===== src/rtl/mic_detect_pkg.sv =====
// Shared types and constants for the microphone detection event stretchers.
package mic_detect_pkg;

    typedef enum logic [1:0] {
        ST_IDLE,
        ST_QUALIFY,
        ST_ACTIVE
    } det_state_t;

    localparam int STRETCH_CYCLES_50M = 12_500_000;

endpackage


===== src/rtl/event_stretch_chan.sv =====
// One detection channel: edge detect, N-in-window qualification, hold stretch
// and a saturating qualified-event counter. Qualification is granted externally.
module event_stretch_chan
    import mic_detect_pkg::*;
#(
    parameter int HOLD_CYCLES = STRETCH_CYCLES_50M,
    parameter int QUAL_PULSES = 1,
    parameter int QUAL_WINDOW = 1,
    parameter int RETRIGGER   = 1,
    parameter int CNT_W       = 8
) (
    input  logic             clk,
    input  logic             reset,
    input  logic             enable,
    input  logic             clear_counts,
    input  logic             pulse,
    input  logic             grant,
    output logic             qual_req,
    output logic             active_nxt,
    output logic             active,
    output logic             rise,
    output logic [CNT_W-1:0] count
);

    localparam int HOLD_W = $clog2(HOLD_CYCLES + 1);
    localparam int WIN_W  = $clog2(QUAL_WINDOW + 1);
    localparam int QCNT_W = $clog2(QUAL_PULSES + 1);

    det_state_t        state;
    logic              prev;
    logic              edge_det;
    logic              idle_edge;
    logic              hold_last;
    logic [HOLD_W-1:0] hold_cnt;
    logic [WIN_W-1:0]  win_cnt;
    logic [QCNT_W-1:0] qual_cnt;

    assign edge_det  = pulse & ~prev;
    assign hold_last = (state == ST_ACTIVE) && !(RETRIGGER != 0 && edge_det)
                       && (hold_cnt == HOLD_W'(1));

    // An edge seen on window expiry or hold expiry behaves as if the channel were idle.
    always_comb begin
        idle_edge = 1'b0;
        qual_req  = 1'b0;
        case (state)
            ST_IDLE:    idle_edge = edge_det;
            ST_QUALIFY: begin
                if (win_cnt == WIN_W'(QUAL_WINDOW))
                    idle_edge = edge_det;
                else if (edge_det && (qual_cnt == QCNT_W'(QUAL_PULSES - 1)))
                    qual_req = 1'b1;
            end
            ST_ACTIVE:  if (hold_last) idle_edge = edge_det;
            default:    idle_edge = 1'b0;
        endcase
        if (idle_edge && (QUAL_PULSES == 1))
            qual_req = 1'b1;
        qual_req = qual_req & enable;
    end

    always_comb begin
        active_nxt = active;
        if (!enable)
            active_nxt = 1'b0;
        else if (qual_req)
            active_nxt = grant;
        else if (hold_last)
            active_nxt = 1'b0;
    end

    always_ff @(posedge clk) begin
        if (reset) begin
            state    <= ST_IDLE;
            prev     <= 1'b0;
            hold_cnt <= '0;
            win_cnt  <= '0;
            qual_cnt <= '0;
            active   <= 1'b0;
            rise     <= 1'b0;
            count    <= '0;
        end else begin
            prev   <= pulse;
            active <= active_nxt;
            rise   <= qual_req & grant & ~active;

            if (clear_counts)
                count <= '0;
            else if (qual_req && grant && (count != '1))
                count <= count + 1'b1;

            if (!enable) begin
                state <= ST_IDLE;
            end else if (qual_req) begin
                if (grant) begin
                    state    <= ST_ACTIVE;
                    hold_cnt <= HOLD_W'(HOLD_CYCLES);
                end else begin
                    state <= ST_IDLE;
                end
            end else begin
                case (state)
                    ST_IDLE: begin
                        if (edge_det) begin
                            state    <= ST_QUALIFY;
                            qual_cnt <= QCNT_W'(1);
                            win_cnt  <= WIN_W'(1);
                        end
                    end
                    ST_QUALIFY: begin
                        if (win_cnt == WIN_W'(QUAL_WINDOW)) begin
                            if (edge_det) begin
                                qual_cnt <= QCNT_W'(1);
                                win_cnt  <= WIN_W'(1);
                            end else begin
                                state <= ST_IDLE;
                            end
                        end else begin
                            win_cnt <= win_cnt + 1'b1;
                            if (edge_det)
                                qual_cnt <= qual_cnt + 1'b1;
                        end
                    end
                    ST_ACTIVE: begin
                        if (RETRIGGER != 0 && edge_det) begin
                            hold_cnt <= HOLD_W'(HOLD_CYCLES);
                        end else if (hold_cnt == HOLD_W'(1)) begin
                            if (edge_det) begin
                                state    <= ST_QUALIFY;
                                qual_cnt <= QCNT_W'(1);
                                win_cnt  <= WIN_W'(1);
                            end else begin
                                state <= ST_IDLE;
                            end
                        end else begin
                            hold_cnt <= hold_cnt - 1'b1;
                        end
                    end
                    default: state <= ST_IDLE;
                endcase
            end
        end
    end

endmodule


===== src/rtl/detect_event_stretcher.sv =====
// Multi-channel detection event stretcher: per-channel qualify/stretch/count,
// optional exclusive fixed-priority arbitration and a registered any-active flag.
module detect_event_stretcher
    import mic_detect_pkg::*;
#(
    parameter int NCH         = 2,
    parameter int HOLD_CYCLES = STRETCH_CYCLES_50M,
    parameter int QUAL_PULSES = 1,
    parameter int QUAL_WINDOW = 1,
    parameter int RETRIGGER   = 1,
    parameter int EXCLUSIVE   = 0,
    parameter int CNT_W       = 8
) (
    input  logic                 clk,
    input  logic                 reset,
    input  logic                 enable,
    input  logic                 clear_counts,
    input  logic [NCH-1:0]       pulse_in,
    output logic [NCH-1:0]       active_out,
    output logic [NCH-1:0]       rise_out,
    output logic                 any_active,
    output logic [NCH*CNT_W-1:0] event_count
);

    if (NCH < 1)                   begin : g_bad_nch    $error("NCH must be >= 1");                   end
    if (HOLD_CYCLES < 1)           begin : g_bad_hold   $error("HOLD_CYCLES must be >= 1");           end
    if (QUAL_PULSES < 1)           begin : g_bad_qp     $error("QUAL_PULSES must be >= 1");           end
    if (QUAL_WINDOW < QUAL_PULSES) begin : g_bad_window $error("QUAL_WINDOW must be >= QUAL_PULSES"); end
    if (CNT_W < 1)                 begin : g_bad_cnt    $error("CNT_W must be >= 1");                 end

    logic [NCH-1:0] qual_req;
    logic [NCH-1:0] grant;
    logic [NCH-1:0] active_nxt;
    logic [NCH-1:0] other_active;
    logic           taken;

    // Lowest requesting index claims the grant; nobody qualifies while another channel holds.
    always_comb begin
        grant        = '0;
        other_active = '0;
        taken        = 1'b0;
        for (int k = 0; k < NCH; k++) begin
            other_active = active_out & ~(NCH'(1) << k);
            if (EXCLUSIVE == 0) begin
                grant[k] = 1'b1;
            end else begin
                grant[k] = ~taken & (other_active == '0);
                if (qual_req[k])
                    taken = 1'b1;
            end
        end
    end

    for (genvar k = 0; k < NCH; k++) begin : g_chan
        event_stretch_chan #(
            .HOLD_CYCLES(HOLD_CYCLES),
            .QUAL_PULSES(QUAL_PULSES),
            .QUAL_WINDOW(QUAL_WINDOW),
            .RETRIGGER  (RETRIGGER),
            .CNT_W      (CNT_W)
        ) u_chan (
            .clk         (clk),
            .reset       (reset),
            .enable      (enable),
            .clear_counts(clear_counts),
            .pulse       (pulse_in[k]),
            .grant       (grant[k]),
            .qual_req    (qual_req[k]),
            .active_nxt  (active_nxt[k]),
            .active      (active_out[k]),
            .rise        (rise_out[k]),
            .count       (event_count[k*CNT_W +: CNT_W])
        );
    end

    always_ff @(posedge clk) begin
        if (reset)
            any_active <= 1'b0;
        else
            any_active <= |active_nxt;
    end

endmodule


===== config.mk =====
export PLATFORM = sky130hd
export DESIGN_NAME = detect_event_stretcher
export DESIGN_NICKNAME = d
export VERILOG_FILES = /design/src/rtl/mic_detect_pkg.sv /design/src/rtl/event_stretch_chan.sv /design/src/rtl/detect_event_stretcher.sv
export SDC_FILE = /design/constraint.sdc
export NUM_CORES = 1
export LEC_CHECK = 0
export ABC_AREA = 1
export BUFFER_PORTS_ARGS = -buffer_cell sky130_fd_sc_hd__buf_2
export CAP_MARGIN = 25
export CORE_ASPECT_RATIO = 0.9
export CORE_MARGIN = 5
export CORE_UTILIZATION = 30
export CTS_BUF_LIST = sky130_fd_sc_hd__clkbuf_8
export DETAILED_ROUTE_END_ITERATION = 8
export GPL_TIMING_DRIVEN = 0
export PLACE_DENSITY_LB_ADDON = 0.2
export SLEW_MARGIN = 20
export SYNTH_ARGS = -nofsm -noshare
export SYNTH_HDL_FRONTEND = slang
export SYNTH_HIERARCHICAL = 1
export SYNTH_SLANG_ARGS = --single-unit

===== constraint.sdc =====
create_clock -name clk -period 2.7 [get_ports clk]
set_clock_uncertainty 0.15 [all_clocks]
set_input_delay 0.135 -clock clk [delete_from_list [all_inputs] [get_ports clk]]
set_output_delay 0.135 -clock clk [all_outputs]
set_load 0.01 [all_outputs]

==> run metrics, run 1 <==
status=complete, no violations; wire length per cell=12.7 um; setup ws final=0.634 ns; pre-CTS setup slack=0.641 ns; Lkg Pwr=0.00260 uW; WS Path Type=register to register; Final nets=868; Fin. Hold Viols=0; crit path to=g_chan[0].u_chan/hold_cnt[22]; most frequent cells in the layout=168 x nand2_1, 129 x nor2_1, 123 x nand3_1; deepest clock path buffer count=2; most frequent CP cell=nand2_1; DRC=0; Num CTS Buffers=9; Max VDD drop=0.271 mV; vias in the first global route=4717; port bufs=26; grt ovf=0; max_cap viols=0; initial antenna violation count=0; CP Capture Type=register; Initial Util=30.6%; peak per-stage delay on the critical path=0.36 ns; Tot GR Track Use=14.3%; core area=0.0176 mm2; routability cong.=0.884; clock-pin slew on the worst setup and hold paths=0.10 ns; final clock period utilization by the worst path=76.5%; CTS root buffer=clkbuf_8; drt total wl=13900 um; R2R setup slack=0.63 ns; post-synthesis cell area=0.00538 mm2; via count of the routed design=5097; met3 wire len=687 um; Mapped Avg Cell Area=6.67 um2; DIE WIDTH=151 um; commonest non-fill, non-tap cell in the layout=nand2_1; Syn-to-layout area delta=12.5%; Worst Setup SP=g_chan[0].u_chan/hold_cnt[0]; H-Tree Depth=3; Worst Path Max Fanout=6; dpl cells=1074; chip height=137 um; Pwr Density=495 mW/mm2; CTS tree=done; R2R cell count=10; die area=0.0207 mm2; ant diodes=0; fin crit period=2.07 ns; cells along the critical path=inv_1 > ha_1 > nand2_1 > nor2_2 > nand2_1 > nor3b_1 > nand3_1 > nand2_1 > inv_1 > nor2_1; Final TNS setup=0 ns; Gates resized, CTS repair=0; Fmax=0.484 GHz; Worst EP arrival=2.22 ns; Hold Crit Class=input port to register; Final Power=3000 uW; share of cells above drive strength 1=17.0%; Slew Viols, Final=0; Worst path slowest cell=dfxtp_1; CTS hold repair buffers=3; met2 WL post-DR=5770 um; largest net degree at the start of global routing=15; global-route wire length before repair=23600 um; post-synthesis instance total=807; WP buf/inv=2; YS warnings=6; Stages on worst setup path=10; HPWL after DPL=10300 um; RSZ-0062 raised after global routing=false; CP startpoint kind=register; FP Rows=46; final non-filler cell total=1093; clk sinks=79; highest metal used=met4; setup violators final=0; I/O pin count=27; Metal-1 WL=7240 um; Setup Fix Bufs, Post-CTS=0; first drt pass iteration count=6; worst reg2reg path startpoint=g_chan[0].u_chan/hold_cnt[0]; R2R Path End=g_chan[0].u_chan/hold_cnt[22]; CP delay by family, top=simple AND/OR/NAND/NOR gates; CP Data Required Time=2.86 ns; vias per cell=4.66; Worst slew margin=52.2%; starting DRC count in detailed routing=399; Hold Slack=0.0884 ns; worst slew pin tran=0.716 ns; DRT antenna net count=0; worst-skew pair later-pin latency=0.37 ns
sequential cells by signal, summed over array words and instances (netlist names):
signal and flops:
any_active 1, g_chan.u_chan/active 2, g_chan.u_chan/count 16, g_chan.u_chan/hold_cnt 48, g_chan.u_chan/prev 2, g_chan.u_chan/qual_cnt 2
g_chan.u_chan/rise 2, g_chan.u_chan/state 4, g_chan.u_chan/win_cnt 2
layout make-up:
class / instances / area (um2)
Fill cell: 1936 / 11600
Multi-Input combinational cell: 628 / 3330
Sequential cell: 79 / 1580
Tap cell: 240 / 300
Inverter: 76 / 290
Buffer: 25 / 181
Timing Repair Buffer: 29 / 160
Clock buffer: 10 / 138
Clock inverter: 6 / 70.1
worst register-to-register path, delay by kind of cell (launching register included):
family                   cells  cell delay, ns
flip-flops                   1            0.36
buffers and inverters        2            0.16
AND/OR/NAND/NOR              7            0.97
adder cells (fa/ha/maj)      1            0.36
stage by stage:
step	instance area [um2]	utilization (%)
finish	6050	34.4
global route	6050	34.4
CTS	6050	34.4
detailed placement	5820	33.0
global placement	5820	33.0
floorplan	5390	-
power by group:
part / switching (uW) / internal, uW
logic: 518 / 290
registers: 41.3 / 1200
clock network: 492 / 455
metal layers:
layer  global-route usage, %  up-vias
met5                       0        -
met4                    3.12        0
met3                    3.41       12
met2                    21.5       92
met1                    20.5     2304
li1                        -     2689
how the worst min path moves through the flow:
stage	from	endpoint	slack, ns	cells past startpoint
after floorplan	reset	any_active	0.06	1
after global placement	reset	any_active	0.19	2
after detailed placement	reset	any_active	0.19	2
after CTS	enable	g_chan[1].u_chan/qual_cnt	0.07	5
after global routing	enable	g_chan[1].u_chan/qual_cnt	0.08	5
final	enable	g_chan[1].u_chan/qual_cnt	0.09	5
Note: power is estimated with default switching activity, not from simulation.
==> inputs of run 2 (changes only) <==
==> constraint.sdc (replaced) <==
create_clock -name clk -period 1.7 [get_ports clk]
set_clock_uncertainty 0.15 [all_clocks]
set_input_delay 0.085 -clock clk [delete_from_list [all_inputs] [get_ports clk]]
set_output_delay 0.085 -clock clk [all_outputs]
set_load 0.01 [all_outputs]
==> run metrics, run 2 (same netlist as run 1, synthesis figures left out) <==
Worst EP arrival=2.05 ns; Top reg by flops=g_chan.u_chan/hold_cnt; fin crit period=1.96 ns; worst-skew pair later-pin latency=0.38 ns; global-route wire length before repair=25000 um; HP Start=pulse_in[0]; I/O pin count=27; CP startpoint kind=register; clock-pin slew on the worst setup and hold paths=0.09 ns; grt ovf=0; Fin. Hold Viols=0; Syn-to-layout area delta=40.5%; WS Path Type=register to register; Hold Slack=0.108 ns; worst slew pin tran=0.767 ns; commonest non-fill, non-tap cell in the layout=nand2_1; wire length per cell=14.1 um; CP Data Required Time=1.79 ns; chip height=137 um; Worst slew margin=48.8%; Pwr Density=678 mW/mm2; Internal=3230 uW; R2R setup slack=-0.26 ns; Worst Path Max Fanout=8; HPWL after DPL=10400 um; via count of the routed design=5450; R2R Path End=g_chan[0].u_chan/hold_cnt[16]; largest net degree at the start of global routing=16; ant diodes=0; DRT antenna net count=0; deepest clock path buffer count=2; Hold Crit Class=input port to register; Max VDD drop=0.411 mV; R2R cell count=10; clk sinks=79; Worst Hold Depth=6; final non-filler cell total=1140; die area=0.0207 mm2; worst reg2reg path startpoint=g_chan[0].u_chan/hold_cnt[8]; Initial Util=30.6%; setup violators final=75; Slew Viols, Final=0; share of cells above drive strength 1=40.9%; final core utilization=42.9%; failing checks=setup timing; FP Rows=46; initial antenna violation count=0; most frequent cells in the layout=120 x nand2_1, 105 x nor2_1, 102 x nand3_1; CTS root buffer=clkbuf_8; Num CTS Buffers=9; top flop regs=g_chan.u_chan/hold_cnt: 48 flops, g_chan.u_chan/count: 16 flops, g_chan.u_chan/state: 4 flops; status=complete, but fails checks; Final nets=915; RSZ-0062 raised after global routing=true; drt total wl=16100 um; Lkg Pwr=0.00309 uW; Clock Power Share=29.9%; routability cong.=0.869; P_sw=1890 uW; DRC=0; vias per cell=4.78; Fmax=0.510 GHz; final clock period utilization by the worst path=115%; dpl cells=1074; setup ws final=-0.259 ns; DIE WIDTH=151 um; vias in the first global route=4971; Largest register FFs=48; port bufs=26; H-Tree Depth=3; Hold Crit Endpoint=g_chan[0].u_chan/hold_cnt[4]; Flop pwr share=38.8%; Tot GR Track Use=15.1%; max_cap viols=0; CP Capture Type=register; starting DRC count in detailed routing=427; Sw Ratio=36.9%; combinational power share=31.3%; first drt pass iteration count=5; CTS tree=done; core area=0.0176 mm2
run 2: changes by cell type in the layout (fill, tap and decap cells not counted), moves of 16 or more:
cell	before	now
nand2_1	168	120
nand2_4	4	37
a21oi_1	40	10
a21oi_2	30	57
dfxtp_1	79	53
nor2_1	129	105
nand3_1	123	102
nand3_2	2	22
dfxtp_2	0	19
nor2_2	4	23
buf_4	4	20
run 2: power groups by stage:
stage	clock, uW	sequential (uW)	combinational [uW]
after floorplan	0	2000	1030
after global placement	0	2020	1290
after detailed placement	0	2020	1290
after CTS	1600	1970	1440
after global routing	1670	2000	1790
final	1530	1990	1610
run 2: stage by stage:
stage / setup slack, ns / power [uW] / instance area, um2 / setup TNS [ns]
after floorplan: -0.0723 / 3040 / 5440 / -2.48
after global placement: -0.359 / 3310 / 5870 / -16.44
after detailed placement: -0.381 / 3310 / 5870 / -15.50
after CTS: -0.228 / 5010 / 6750 / -12.57
after global routing: -0.347 / 5460 / 7560 / -20.53
final: -0.259 / 5130 / 7560 / -13.37
run 2: worst max path at each step:
stage                                             from                       endpoint  cells after the start
after floorplan              g_chan[1].u_chan/state[0]  g_chan[1].u_chan/hold_cnt[19]                     14
after global placement    g_chan[1].u_chan/hold_cnt[0]  g_chan[1].u_chan/hold_cnt[14]                     10
after detailed placement  g_chan[1].u_chan/hold_cnt[0]  g_chan[1].u_chan/hold_cnt[14]                     10
after CTS                    g_chan[1].u_chan/state[1]  g_chan[1].u_chan/hold_cnt[19]                     12
after global routing         g_chan[1].u_chan/state[1]  g_chan[1].u_chan/hold_cnt[20]                     13
final                     g_chan[0].u_chan/hold_cnt[8]  g_chan[0].u_chan/hold_cnt[16]                     10
run 2: area by class of cell:
cell class | count | area, um2
clock inverters | 7 | 80.1
plain buffers | 25 | 233
inverters | 76 | 323
flip-flops and latches | 79 | 1630
well taps | 240 | 300
repair buffers | 75 | 723
multi-input cells | 629 | 4150
clock buffers | 9 | 124
fillers | 1824 | 10100
run 2: critical path, stage by stage, from the launching register on:
cell and delay [ns]:
dfxtp_1 0.47, nor2_2 0.09, nand2_1 0.13, nor2_4 0.05, nand3_2 0.10, nor2_4 0.06, nor2_4 0.31, nand2_8 0.15
clkbuf_16 0.20, nand2_2 0.05, a21oi_1 0.05
run 2: routing by layer:
| metal | track usage [%] | part of all wire [%] | vias to the layer above |
|---|---|---|---|
| met4 | 4.48 | 1.1 | 0 |
| met3 | 3.11 | 4.3 | 15 |
| met2 | 23.4 | 47 | 96 |
| met1 | 21.0 | 48 | 2541 |
| met5 | 0 | 0 | - |
| li1 | - | - | 2798 |
run 2: repair_timing:
action,4_1_cts,5_1_grt
hold buffers,4,0
gates cloned,3,5
endpoints found under the setup margin,71,77
gates resized for setup,109,161
endpoints found under the hold margin,5,0
buffers inserted,21,19
pin swaps,21,45
